--- config.mk ---
export PLATFORM = sky130hd
export DESIGN_NAME = div_4x4
export DESIGN_NICKNAME = d
export VERILOG_FILES = /design/src/rtl/div_pkg.sv /design/src/rtl/div_4x4_cu.sv /design/src/rtl/div_4x4.sv
export SDC_FILE = /design/constraint.sdc
export NUM_CORES = 1
export LEC_CHECK = 0
export BUFFER_PORTS_ARGS = -buffer_cell sky130_fd_sc_hd__buf_2
export CORE_UTILIZATION = 40
export DETAILED_ROUTE_END_ITERATION = 10
export GPL_TIMING_DRIVEN = 0
export RECOVER_POWER = 50
export SLEW_MARGIN = 20
export SYNTH_ARGS = -nofsm -noshare
export SYNTH_HDL_FRONTEND = slang
export SYNTH_SLANG_ARGS = --single-unit
--- constraint.sdc ---
create_clock -name clk -period 4.6 [get_ports clk]
set_input_delay 0.23 -clock clk [delete_from_list [all_inputs] [get_ports clk]]
set_output_delay 0.23 -clock clk [all_outputs]
set_load 0.02 [all_outputs]
--- src/rtl/div_pkg.sv ---
// Shared definitions for the sequential restoring divider: state encoding and default width.
package div_pkg;
   localparam int N_DEFAULT = 4;

   typedef enum logic [1:0] {
      IDLE  = 2'd0,
      SHIFT = 2'd1,
      SUB   = 2'd2,
      FIN   = 2'd3
   } state_t;
endpackage

--- src/rtl/div_4x4_cu.sv ---
// Control FSM for the restoring divider: sequences load, shift/subtract iterations and finish.
module div_4x4_cu
   import div_pkg::*;
(
   input  logic clk,
   input  logic rst,
   input  logic start,
   input  logic div_zero,
   input  logic sub_ok,
   input  logic count_done,
   output logic load,
   output logic shift,
   output logic sub_en,
   output logic cnt_up,
   output logic fin,
   output logic busy
);
   state_t state_q;
   logic   busy_q;

   // busy_q tracks state_q != IDLE, updated on the same edges as the state
   always_ff @(posedge clk or posedge rst) begin
      if (rst) begin
         state_q <= IDLE;
         busy_q  <= 1'b0;
      end else begin
         case (state_q)
            IDLE: begin
               if (start) begin
                  state_q <= div_zero ? FIN : SHIFT;
                  busy_q  <= 1'b1;
               end
            end
            SHIFT: state_q <= SUB;
            SUB: begin
               if (count_done) state_q <= FIN;
               else            state_q <= SHIFT;
            end
            FIN: begin
               state_q <= IDLE;
               busy_q  <= 1'b0;
            end
            default: begin
               state_q <= IDLE;
               busy_q  <= 1'b0;
            end
         endcase
      end
   end

   assign load   = (state_q == IDLE) && start;
   assign shift  = (state_q == SHIFT);
   assign cnt_up = (state_q == SUB);
   assign sub_en = cnt_up && sub_ok;
   assign fin    = (state_q == FIN);
   assign busy   = busy_q;
endmodule

--- src/rtl/div_4x4.sv ---
// Sequential restoring divider: one quotient bit per SHIFT/SUB pair, start/done handshake.
module div_4x4
   import div_pkg::*;
#(
   parameter int N = N_DEFAULT
)
(
   input  logic         clk,
   input  logic         rst,
   input  logic         start,
   input  logic [N-1:0] dividend,
   input  logic [N-1:0] divisor,
   output logic [N-1:0] quotient,
   output logic [N-1:0] remainder,
   output logic         busy,
   output logic         done,
   output logic         div_by_zero
);
   localparam int CNT_W = $clog2(N) + 1;

   logic [N:0]       r_q;
   logic [N-1:0]     q_q;
   logic [N-1:0]     d_q;
   logic [CNT_W-1:0] cnt_q;
   logic [CNT_W-1:0] cnt_d;
   logic [N:0]       diff;
   logic             sub_ok;
   logic             count_done;
   logic             load, shift, sub_en, cnt_up, fin;
   logic [N-1:0]     quotient_q, remainder_q;
   logic             done_q, dbz_q;

   assign diff       = r_q - {1'b0, d_q};
   assign sub_ok     = ~diff[N];
   assign count_done = (cnt_q == CNT_W'(N - 1));
   assign cnt_d      = cnt_q + CNT_W'(1);

   div_4x4_cu u_cu (
      .clk        (clk),
      .rst        (rst),
      .start      (start),
      .div_zero   (divisor == '0),
      .sub_ok     (sub_ok),
      .count_done (count_done),
      .load       (load),
      .shift      (shift),
      .sub_en     (sub_en),
      .cnt_up     (cnt_up),
      .fin        (fin),
      .busy       (busy)
   );

   always_ff @(posedge clk or posedge rst) begin
      if (rst) begin
         r_q   <= '0;
         q_q   <= '0;
         d_q   <= '0;
         cnt_q <= '0;
      end else if (load) begin
         r_q   <= '0;
         q_q   <= dividend;
         d_q   <= divisor;
         cnt_q <= '0;
      end else if (shift) begin
         {r_q, q_q} <= {r_q[N-1:0], q_q, 1'b0};
      end else if (cnt_up) begin
         cnt_q <= cnt_d;
         if (sub_en) begin
            r_q    <= diff;
            q_q[0] <= 1'b1;
         end
      end
   end

   // On a zero divisor no shifts happen, so q_q still holds the captured dividend
   always_ff @(posedge clk or posedge rst) begin
      if (rst) begin
         quotient_q  <= '0;
         remainder_q <= '0;
         done_q      <= 1'b0;
         dbz_q       <= 1'b0;
      end else if (load) begin
         done_q <= 1'b0;
         dbz_q  <= 1'b0;
      end else if (fin) begin
         done_q <= 1'b1;
         if (d_q == '0) begin
            quotient_q  <= '1;
            remainder_q <= q_q;
            dbz_q       <= 1'b1;
         end else begin
            quotient_q  <= q_q;
            remainder_q <= r_q[N-1:0];
         end
      end
   end

   assign quotient    = quotient_q;
   assign remainder   = remainder_q;
   assign done        = done_q;
   assign div_by_zero = dbz_q;
endmodule

==> flow_metrics.py <==
metrics = {
    "finish": {
        "fill_cells": 328,
        "fin_nets": 193,
        "regArea_um2": 726,
        "layout_commonest_cell": "dfrtp_1",
        "fin_util": 0.503,
        "drive_gt1_frac": 0.188,
        "multi_input_area_um2": 683,
        "layout_common_cells": "29 x dfrtp_1, 18 x buf_2, 17 x nand2_1, 14 x o21ai_0, 10 x nor2_1",
        "area_delta_synth_final_pct": 17.1,
        "fin_area_um2": 1720,
        "antennaDiodeCount": 0,
    },
    "yosys": {
        "syn_area_um2": 1470,
        "synth_top_area_share": 0.494,
        "synth_nets": 164,
        "synth_top_area_cell": "dfrtp_1",
        "synth-seq-area-share": 0.494,
        "synth_area_per_cell_um2": 10.1,
        "ys_ff_latch": 29,
        "synthDistinctLibCells": 33,
        "synth_area_leaders": "dfrtp_1 49%, ha_1 5.1%, o21ai_0 4.8%",
        "ys_async_sr_fraction": 1.00,
        "synth_edf_count": 0,
        "netlist_instances": 146,
        "synthFlopType": "dfrtp_1",
        "ys_warn_count": 0,
    },
    "die": {
        "die_x_um": 62.6,
        "core_um2": 3420,
        "io_pins": 22,
        "die_h_um": 62.6,
        "initial_core_util": 0.430,
        "rows": 21,
        "dieArea_um2": 3920,
    },
    "routing": {
        "drtPass1Iterations": 4,
        "ant_nets": 0,
        "wl_per_cell_um": 14.2,
        "drt_iter0_drc": 45,
        "dr_wl_met2_um": 1530,
        "drc": 0,
        "top_layer": "met4",
        "vias": 1147,
        "wl_um": 3150,
        "wl_met1_um": 1420,
        "wl_met3_um": 154,
        "via_per_inst": 5.17,
    },
    "pwr": {
        "p_leak_nw": 0.787,
        "vdd_drop_max_v": 0.000265,
        "cellPowerDensity_nw_per_um2": 785,
    },
    "critical_path": {
        "cp_common_cell": "inv_1",
        "startpoint_type": "flop",
        "cp-end-kind": "flop",
        "cp.required_ns": 4.81,
        "cpPeakStageDelay_ns": 0.43,
        "critPathMaxFanout": 4,
        "cp_cell_sequence": "inv_1 > ha_1 > inv_1 > fa_1 > a21o_1 > a21oi_2 > xnor2_1 > a21oi_1 > o2bb2ai_1",
        "arrival_ns": 2.41,
        "path_class": "flop to flop",
        "crit_slowest_cell": "dfrtp_1",
        "cpLargestDelayFamily": "compound AO/OA/AOI/OAI gates",
        "crit_buf_inv": 2,
    },
    "clocking": {
        "cts-root-buf": "clkbuf_4",
        "clkLatencyLatePin_ns": 0.33,
        "cts_resized": 0,
        "cts_sinks": 29,
        "cts_buffers": 5,
        "h-tree-depth": 2,
        "clock_path_buffers": 2,
        "clk_pin_slew_ns": 0.09,
        "tritoncts": "built",
    },
    "grt": {
        "grt_start_max_net_pins": 30,
        "grt_pass1_vias": 1136,
        "grt_use_total": 0.183,
        "globalRouteOverflowTotal": 0,
        "antenna_found_initial": 0,
        "grt_pass1_wl_um": 5420,
    },
    "timing": {
        "hold_viol": 0,
        "min_period_ns": 2.20,
        "drv_slew": 0,
        "tightest_slew_ns": 1.09,
        "finClkSkew_ns": 0.00552,
        "slew_headroom": 0.270,
        "setup_viol": 0,
        "period_share": 0.479,
        "fin_tns_setup_ns": 0,
        "rsz0062_at_grt": "false",
        "max_freq_mhz": 454,
    },
    "placed_design": {
        "dp_hpwl_um": 2350,
        "place_area_um2": 1630,
        "io_buffers": 21,
        "gp_congestion": 0.742,
    },
    "flow_run": {
        "maxCapViolCount": 0,
    },
    "run_status": {
        "status": "finished, final reports clean",
    },
    "worst_hold_path": {
        "worstHoldPathType": "input port to flop",
    },
}
## cell usage after synthesis, drive strengths merged, types with 2 or more instances
cell type,count
clkbuf,2
a21oi,10
xnor2,2
nor2,10
o21ai,18
o2bb2ai,4
nand2,17
buf,3
nor3,2
a22oi,3
inv,9
dfrtp,29
mux2,2
ha,6
o21a,3
nor2b,10
mux2i,5
## flip-flops by register name (all words and copies together) (netlist names)
register and cells:
cnt_q 3, d_q 4, div_by_zero 1, done 1, q_q 4, quotient 4
r_q 5, remainder 4, u_cu.busy 1, u_cu.state_q 2
## through the flow
stage / cells / power [mW] / hold slack, ns / setup slack, ns
after floorplan: 146 / 0.969 / 0.308 / 2.66
after global placement: 213 / 1.12 / 0.456 / 2.43
after detailed placement: 213 / 1.15 / 0.462 / 2.40
after CTS: 221 / 1.37 / 0.114 / 2.38
after global routing: 222 / 1.47 / 0.117 / 2.27
final: 222 / 1.35 / 0.120 / 2.40
## per-layer routing
metal / global-route usage / vias to the layer above
met4: 0.0698 / 0
li1: - / 559
met3: 0.0511 / 5
met1: 0.228 / 553
met5: 0 / -
met2: 0.299 / 30
## worst paths after layout
check / start / endpoint / slack (ns) / depth (start not counted)
worst max-delay path: r_q[0]$_DFFE_PP0P_ / r_q[2]$_DFFE_PP0P_ / 2.40 / 9
worst min-delay path: divisor[2] / d_q[2]$_DFFE_PP0P_ / 0.12 / 3
worst max register to register: r_q[0]$_DFFE_PP0P_ / r_q[2]$_DFFE_PP0P_ / 2.40 / 9
worst min register to register: quotient[1]$_DFFE_PP0P_ / quotient[1]$_DFFE_PP0P_ / 0.49 / 2
max in group asynchronous: rst / u_cu.state_q[0]$_DFFE_PP0P_ / 3.22 / 3
min in group asynchronous: rst / quotient[0]$_DFFE_PP0P_ / 0.71 / 3
## logic make-up after synthesis
logic type / after synthesis / share of synthesized area
AOI/OAI and AO/OA: 45 / 0.195
xor gates and xnor gates: 2 / 0.0119
adders and majority gates: 7 / 0.0648
buffers and inverters: 14 / 0.0401
DFF: 29 / 0.494
muxes: 7 / 0.0494
and+or+nand+nor: 42 / 0.144
## what timing repair did
item                                   CTS  global route
hold buffers                             0             1
endpoints found under the hold margin    0             1
buffers inserted                         0             0
## worst register-to-register path, cell delays in order, from the launching register on
cell and delay (ns):
dfrtp_1 0.43, inv_1 0.07, ha_1 0.16, inv_1 0.05, fa_1 0.39, a21o_1 0.20
a21oi_2 0.18, xnor2_1 0.14, a21oi_1 0.35, o2bb2ai_1 0.11
## layout make-up
cell class,count,share of cell area
tap,46,0.0335
buffer,5,0.0146
clock inverter,1,0.0175
clock buffer,7,0.0320
sequential,29,0.422
multi-input combinational,103,0.397
timing repair buffer,22,0.0633
inverter,9,0.0197
## report_power, final
part	switching (mW)	total [mW]	internal, mW
sequential	0.109	0.482	0.373
clock	0.0906	0.220	0.130
combinational	0.375	0.647	0.272
total	0.574	1.35	0.775
(Power assumes the default switching activity.)
